**config.mk**
```make
export PLATFORM = sky130hd
export DESIGN_NAME = imem_bridge
export DESIGN_NICKNAME = d
export VERILOG_FILES = /design/src/rtl/beta_pkg.sv /design/src/rtl/imem_stream_buf.sv /design/src/rtl/imem_bridge.sv
export SDC_FILE = /design/constraint.sdc
export NUM_CORES = 1
export LEC_CHECK = 0
export ABC_CLOCK_PERIOD_IN_PS = 5700
export CORE_ASPECT_RATIO = 0.8
export CORE_MARGIN = 2
export CORE_UTILIZATION = 35
export CTS_BUF_LIST = sky130_fd_sc_hd__clkbuf_4 sky130_fd_sc_hd__clkbuf_8 sky130_fd_sc_hd__clkbuf_16
export CTS_CLUSTER_DIAMETER = 120
export DETAILED_ROUTE_END_ITERATION = 12
export PLACE_DENSITY_LB_ADDON = 0.25
export SLEW_MARGIN = 20
export SYNTH_ARGS = -nofsm -noshare
export SYNTH_HDL_FRONTEND = slang
export SYNTH_HIERARCHICAL = 1
export SYNTH_SLANG_ARGS = --single-unit
```
**constraint.sdc**
```tcl
create_clock -name clk -period 5.7 [get_ports clk]
set_input_delay 1.14 -clock clk [delete_from_list [all_inputs] [get_ports clk]]
set_output_delay 1.14 -clock clk [all_outputs]
set_load 0.01 [all_outputs]
```
**src/rtl/beta_pkg.sv**
```systemverilog
// rtl/beta_pkg.sv - shared types and helpers for the instruction-memory bridge
package beta_pkg;

    localparam int IMEM_WORD_LSB = 2;

    typedef enum logic [1:0] {
        IDLE = 2'd0,
        REQ  = 2'd1,
        WAIT = 2'd2
    } imem_state_t;

    typedef struct packed {
        logic [29:0] tag;
        logic [31:0] data;
        logic        err;
        logic        valid;
    } imem_entry_t;

    function automatic logic [29:0] word_tag(input logic [31:0] addr);
        return addr[31:IMEM_WORD_LSB];
    endfunction

    function automatic logic [31:0] tag_to_addr(input logic [29:0] tag);
        return {tag, {IMEM_WORD_LSB{1'b0}}};
    endfunction

endpackage

```
**src/rtl/imem_stream_buf.sv**
```systemverilog
// rtl/imem_stream_buf.sv - two-entry sequential stream buffer with hit/advance and fill ports
module imem_stream_buf
    import beta_pkg::*;
(
    input  logic        clk,
    input  logic        rst_n,
    input  logic [29:0] fetch_tag,
    input  logic        inv_all,
    input  logic        fill0_en,
    input  logic        fill1_en,
    input  logic [29:0] fill_tag,
    input  logic [31:0] fill_data,
    input  logic        fill_err,
    output logic        hit,
    output logic [31:0] hit_data,
    output logic        hit_err,
    output logic        e0_hit,
    output logic        e0_valid,
    output logic [29:0] e0_tag,
    output logic        e0_err,
    output logic        e1_valid
);

    imem_entry_t e0_q, e0_d;
    imem_entry_t e1_q, e1_d;
    imem_entry_t fill_entry;
    logic        e1_hit;
    imem_entry_t sel;

    assign e0_hit   = e0_q.valid && (e0_q.tag == fetch_tag);
    assign e1_hit   = e1_q.valid && (e1_q.tag == fetch_tag);
    assign hit      = e0_hit || e1_hit;
    assign e0_valid = e0_q.valid;
    assign e0_tag   = e0_q.tag;
    assign e0_err   = e0_q.err;
    assign e1_valid = e1_q.valid;

    always_comb begin
        sel = e0_hit ? e0_q : e1_q;
        hit_err  = 1'b0;
        hit_data = 32'h0;
        if (hit) begin
            hit_err  = sel.err;
            // A faulted entry never exposes its bus data to fetch.
            hit_data = sel.err ? 32'h0 : sel.data;
        end
    end

    always_comb begin
        fill_entry.tag   = fill_tag;
        fill_entry.data  = fill_data;
        fill_entry.err   = fill_err;
        fill_entry.valid = 1'b1;
    end

    // Fills are applied last so a demand response lands even in a miss cycle.
    always_comb begin
        e0_d = e0_q;
        e1_d = e1_q;
        if (inv_all) begin
            e0_d.valid = 1'b0;
            e1_d.valid = 1'b0;
        end else if (e1_hit && !e0_hit) begin
            e0_d       = e1_q;
            e1_d.valid = 1'b0;
        end
        if (fill0_en) begin
            e0_d = fill_entry;
        end
        if (fill1_en) begin
            e1_d = fill_entry;
        end
    end

    always_ff @(posedge clk or negedge rst_n) begin
        if (!rst_n) begin
            e0_q <= '0;
            e1_q <= '0;
        end else begin
            e0_q <= e0_d;
            e1_q <= e1_d;
        end
    end

endmodule

```
**src/rtl/imem_bridge.sv**
```systemverilog
// rtl/imem_bridge.sv - fetch-side instruction memory bridge with sequential prefetch
module imem_bridge
    import beta_pkg::*;
#(
    parameter bit PREFETCH = 1'b1
) (
    input  logic        clk,
    input  logic        rst_n,
    input  logic [31:0] fetch_addr,
    output logic [31:0] fetch_data,
    output logic        fetch_fault,
    output logic        mem_stall,
    output logic        mem_req_valid,
    input  logic        mem_req_ready,
    output logic [31:0] mem_req_addr,
    input  logic        mem_rsp_valid,
    input  logic [31:0] mem_rsp_data,
    input  logic        mem_rsp_err
);

    imem_state_t state_q, state_d;
    logic [31:0] req_addr_q, req_addr_d;
    logic        req_is_pf_q, req_is_pf_d;
    logic        discard_q, discard_d;

    logic [29:0] fetch_tag;
    logic [29:0] req_tag;
    logic        hit;
    logic [31:0] hit_data;
    logic        hit_err;
    logic        e0_hit;
    logic        e0_valid;
    logic [29:0] e0_tag;
    logic        e0_err;
    logic        e1_valid;
    logic        busy;
    logic        rsp_take;
    logic        rsp_keep;
    logic        fill0_en;
    logic        fill1_en;
    logic        pf_match;
    logic        pf_want;
    logic        stale_req;
    logic        unused_addr_lsbs;

    assign fetch_tag        = word_tag(fetch_addr);
    assign req_tag          = word_tag(req_addr_q);
    assign unused_addr_lsbs = ^{fetch_addr[1:0], req_addr_q[1:0]};

    assign mem_stall   = !hit;
    assign fetch_data  = hit_data;
    assign fetch_fault = hit_err;

    assign mem_req_valid = (state_q == REQ);
    assign mem_req_addr  = req_addr_q;

    assign busy     = (state_q != IDLE);
    assign rsp_take = (state_q == WAIT) && mem_rsp_valid;
    assign rsp_keep = rsp_take && !discard_q;

    // A prefetch response is only useful while E0 is still its predecessor and fetch is hitting.
    assign pf_match = e0_valid && (e0_tag == req_tag - 30'd1);
    assign fill0_en = rsp_keep && !req_is_pf_q;
    assign fill1_en = rsp_keep && req_is_pf_q && pf_match && !mem_stall;

    assign pf_want   = PREFETCH && e0_hit && !e1_valid && !e0_err;
    assign stale_req = req_is_pf_q || (req_tag != fetch_tag);

    imem_stream_buf u_buf (
        .clk       (clk),
        .rst_n     (rst_n),
        .fetch_tag (fetch_tag),
        .inv_all   (mem_stall),
        .fill0_en  (fill0_en),
        .fill1_en  (fill1_en),
        .fill_tag  (req_tag),
        .fill_data (mem_rsp_data),
        .fill_err  (mem_rsp_err),
        .hit       (hit),
        .hit_data  (hit_data),
        .hit_err   (hit_err),
        .e0_hit    (e0_hit),
        .e0_valid  (e0_valid),
        .e0_tag    (e0_tag),
        .e0_err    (e0_err),
        .e1_valid  (e1_valid)
    );

    // An in-flight request that no longer serves the missing PC is flagged so its response is dropped.
    always_comb begin
        discard_d = discard_q;
        if (rsp_take) begin
            discard_d = 1'b0;
        end else if (busy && mem_stall && stale_req) begin
            discard_d = 1'b1;
        end
    end

    always_comb begin
        state_d     = state_q;
        req_addr_d  = req_addr_q;
        req_is_pf_d = req_is_pf_q;
        case (state_q)
            IDLE: begin
                if (mem_stall) begin
                    state_d     = REQ;
                    req_addr_d  = tag_to_addr(fetch_tag);
                    req_is_pf_d = 1'b0;
                end else if (pf_want) begin
                    state_d     = REQ;
                    req_addr_d  = tag_to_addr(e0_tag + 30'd1);
                    req_is_pf_d = 1'b1;
                end
            end
            REQ: begin
                if (mem_req_ready) begin
                    state_d = WAIT;
                end
            end
            WAIT: begin
                if (mem_rsp_valid) begin
                    state_d = IDLE;
                end
            end
            default: begin
                state_d = IDLE;
            end
        endcase
    end

    always_ff @(posedge clk or negedge rst_n) begin
        if (!rst_n) begin
            state_q     <= IDLE;
            req_addr_q  <= 32'h0;
            req_is_pf_q <= 1'b0;
            discard_q   <= 1'b0;
        end else begin
            state_q     <= state_d;
            req_addr_q  <= req_addr_d;
            req_is_pf_q <= req_is_pf_d;
            discard_q   <= discard_d;
        end
    end

endmodule
```
==> out/qor.txt <==
RUN STATUS
----------------------------------------------------------------------------------
Outcome ............................................................. finished, final reports clean

WORST SETUP PATH
----------------------------------------------------------------------------------
Critical Path AT ....................................................      4.50 ns
Kind of capture point of the worst setup path .......................  output port
Worst endpoint required time ........................................      4.56 ns
Origin of the worst setup path ...................................... fetch_addr[30]
Critical path's top delay family .................................... buffers and inverters
Start-to-end type of the worst setup path ........................... input port to output port
Critical Path Max Stage Delay .......................................      0.61 ns
Slowest stage cell, crit path ....................................... clkdlybuf4s50_1
Cell-by-cell trace of the critical path ............................. clkdlybuf4s50_1 > xnor2_1 > nand4_1 > nor4_2 > buf_4 > nand3_1 > buf_4 > o31ai_1 > clkdlybuf4s50_1
Nature of the critical path startpoint ..............................   input port
Launching point of the worst reg2reg path ........................... u_buf/e1_q[62]
Critical path fanouts, max ..........................................           32
Stages on worst setup path ..........................................            9
Logic depth of the worst register-to-register path ..................           13
Crit path buf inv count .............................................            4

CLOCK NETWORK
----------------------------------------------------------------------------------
Clock tree from TritonCTS ...........................................        built
Number of CTS-inserted buffers ......................................           17
Insertion delay of the later-clocked pin in the worst-skew pair .....      0.44 ns
Hold_buf cts ........................................................            0
Post-CTS Repair Setup Buffers .......................................            0
Count of clock tree sinks ...........................................          162
Post-CTS resize count ...............................................            0
Level count of the clock H-tree .....................................            4
Clock root cell .....................................................    clkbuf_16
Max Buffers Root-to-Sink ............................................            2
Clock slew seen by the registers of the worst setup and hold paths ..      0.07 ns

FINAL LAYOUT
----------------------------------------------------------------------------------
Diode count .........................................................            0
Top library cells by usage in the layout, fill and taps aside ....... nand2_1 (212), dfrtp_1 (162), clkdlybuf4s50_1 (130), xnor2_1 (97), o21ai_0 (82)
Finished Core Util ..................................................        0.422
Share of final-layout standard cells stronger than drive strength 1 .        0.139
Leading cell type in the layout, fill and taps excluded .............      nand2_1
Post-Layout Inst Area ............................................... 0.0132 sq mm
Net count reported at finish ........................................         1363
Area grow syn2layout ................................................        18.9%

STA
----------------------------------------------------------------------------------
Aggregate negative setup slack ......................................         0 ns
Tightest hold margin ................................................     0.560 ns
Least-Margin Pin Slew ...............................................      1.07 ns
Worst Skew ..........................................................    0.0150 ns
Setup WS post-layout ................................................    0.0575 ns
RSZ-0062 raised after global routing ................................           no
Achievable frequency ................................................    0.177 GHz
Minimum clock period ................................................      5.64 ns
Remaining max-slew budget at the tightest pin .......................        0.288
Number of pins with negative max-slew slack in the final report .....            0
Tcrit/Tclk final ....................................................        0.990
Final hold violation count ..........................................            0
Final setup violation count .........................................            0

SYNTHESIS
----------------------------------------------------------------------------------
Post-synth EDFFs ....................................................            0
Share of synthesized registers carrying an async set or reset .......         1.00
Number of library cell types mapped by synthesis ....................           64
Yosys warning count .................................................            6
Synthesis-stage register bit count ..................................          162
Cell Area, Synth .................................................... 0.0111 sq mm
Avg Cell Area, Syn ..................................................   9.12 sq um
Most instantiated flip-flop cell in the synthesis netlist ...........      dfrtp_1
Share of the yosys chip area belonging to registers .................        0.364
Cell count after synthesis ..........................................         1221

GLOBAL ROUTING
----------------------------------------------------------------------------------
Total congestion overflow ...........................................            0
GRT Total Usage .....................................................        0.210
Antenna violations before repair ....................................            0
Vias in the first global route ......................................         8800
Wire length of the first global-routing pass ........................     53200 um
Largest net degree at the start of global routing ...................           77

DETAILED ROUTING
----------------------------------------------------------------------------------
Total number of vias ................................................         9205
Number of remaining DRC errors ......................................            0
Routed wire length ..................................................     34300 um
Drt pass-1 iters ....................................................            5
Average wire length per cell after detail routing ...................      19.9 um
Post-detailed-route via-to-cell ratio ...............................         5.34
DRT iter0 DRCs ......................................................          686
DRT antenna net count ...............................................            0

MIN PATH
----------------------------------------------------------------------------------
Source of the worst hold timing path ................................ u_buf/e1_q[58]
Tightest Hold Check Type ............................................ register to register
Number of cells traversed by the worst hold path ....................            1

PWR
----------------------------------------------------------------------------------
Combinational share of power ........................................        0.355
Power per cell area .................................................  377 mW/mm^2
Peak supply drop ....................................................     0.208 mV
Proportion of power drawn by the clock network ......................        0.246
P_int ...............................................................      3.04 mW
Leakage power figure ................................................      4.95 nW
Net switching fraction of the power .................................        0.392
Net switching power .................................................      1.95 mW
Sequential group share of total power ...............................        0.398

FLOORPLAN
----------------------------------------------------------------------------------
Width of the chip ...................................................       203 um
Die Footprint ....................................................... 0.0333 sq mm
Number of rows created at floorplan .................................           58
Floorplan Core Area ................................................. 0.0314 sq mm
Initial cell density of the core ....................................        0.355
Die Ht ..............................................................       164 um
Total I/O pin count .................................................          136

PLACE
----------------------------------------------------------------------------------
Detailed placer's ending HPWL .......................................     24300 um
Pre-CTS WS ..........................................................    0.0740 ns
Final weighted congestion in routability-driven placement ...........        0.908
Placed Area ......................................................... 0.0126 sq mm
Number of I/O port buffers ..........................................          131

FLOW RUN
----------------------------------------------------------------------------------
Number of maximum-capacitance constraint violations .................            0

## final cells by class
cell class | count | area (sq um)
Clock inverter | 12 | 156
Inverter | 45 | 169
Multi-Input combinational cell | 896 | 6190
Timing Repair Buffer | 170 | 1690
Tap cell | 420 | 526
Sequential cell | 162 | 4050
Clock buffer | 20 | 460
Fill cell | 3123 | 18100
## per-layer routing
| metal | GRT usage | wire, um |
|---|---|---|
| met1 | 0.317 | 17400 |
| met2 | 0.303 | 14400 |
| met3 | 0.0381 | 2010 |
| met4 | 0.0564 | 525 |
| met5 | 0 | 0 |
## worst register-to-register path, cell delays in order, from the launching register on
cell,delay (ns)
dfrtp_1,0.41
xnor2_1,0.38
nand4_1,0.22
nor4_2,0.53
nand2_1,0.18
o21ai_2,0.10
nand4_1,0.12
or4_1,0.56
nor4_1,0.30
o2111ai_1,0.18
a2111o_1,0.43
nor4_2,0.19
buf_4,0.35
mux2_2,0.38
## cell usage after synthesis, types with 3 or more instances
library cell	instances	area, sq um
nand2_1	212	796
dfrtp_1	162	4050
xnor2_1	97	850
o21ai_0	83	415
nand2b_1	68	425
o221ai_2	60	901
xor2_1	53	464
inv_1	45	169
clkbuf_1	41	154
nor2_1	38	143
buf_4	36	270
nand3b_1	35	263
o31ai_1	33	248
mux2_2	30	338
nand4_1	24	150
a21oi_1	23	115
nand3_1	23	115
buf_2	21	105
nor4_1	16	100
nor3_1	12	60.1
and3_1	10	62.6
buf_6	9	101
buf_12	6	120
mux2i_1	6	60.1
nor4b_1	5	43.8
or3_1	5	31.3
a21o_1	4	30.0
a31oi_1	4	25.0
buf_1	4	15.0
nand4b_1	4	35.0
o221ai_1	4	35.0
a211oi_1	3	22.5
and2_1	3	18.8
nor4_2	3	37.5
## registers in the layout (all words and copies together), names as in the netlist
signal          flops
req_is_pf_q         1
mem_req_addr       30
u_buf/e0_q         32
state_q             2
u_buf/e1_valid      1
u_buf/e0_tag       30
u_buf/e0_valid      1
u_buf/e0_err        1
discard_q           1
u_buf/e1_q         63
## metrics by stage
stage | total power [mW] | cells
6_report | 4.99 | 1725
5_1_grt | 5.29 | 1725
4_1_cts | 5.02 | 1725
3_5_place_dp | 3.75 | 1693
3_3_place_gp | 3.72 | 1693
2_1_floorplan | 3.10 | 1222
## power groups by stage
stage	combinational, mW	clock, mW	sequential (mW)
2_1_floorplan	1.38	0	1.72
3_3_place_gp	1.72	0	2.00
3_5_place_dp	1.75	0	2.00
4_1_cts	1.77	1.27	1.98
5_1_grt	1.94	1.31	2.05
6_report	1.77	1.23	1.99
## path summary, 6_finish.rpt
| kind | end | slack (ns) |
|---|---|---|
| max in group asynchronous | mem_req_addr[9] | 3.80 |
| worst max-delay path | fetch_data[2] | 0.06 |
| worst min register to register | u_buf/e1_q[58] | 0.56 |
| min in group asynchronous | u_buf/e1_q[56] | 0.72 |
| worst max register to register | u_buf/e1_q[56] | 1.26 |
| worst min-delay path | u_buf/e1_q[58] | 0.56 |
## logic make-up (layout without fill, tap and decap cells)
group | Yosys count | in the layout | share of synthesized area
adders and majority gates | 2 | 2 | 0.00225
other | 1 | 2 | 0.000337
DFF | 162 | 162 | 0.364
and+or+nand+nor | 476 | 476 | 0.221
buffers and inverters | 164 | 247 | 0.0848
xor gates and xnor gates | 150 | 150 | 0.118
muxes | 36 | 36 | 0.0357
AOI/OAI and AO/OA | 230 | 230 | 0.174
Note: power is estimated with default switching activity, not from simulation.
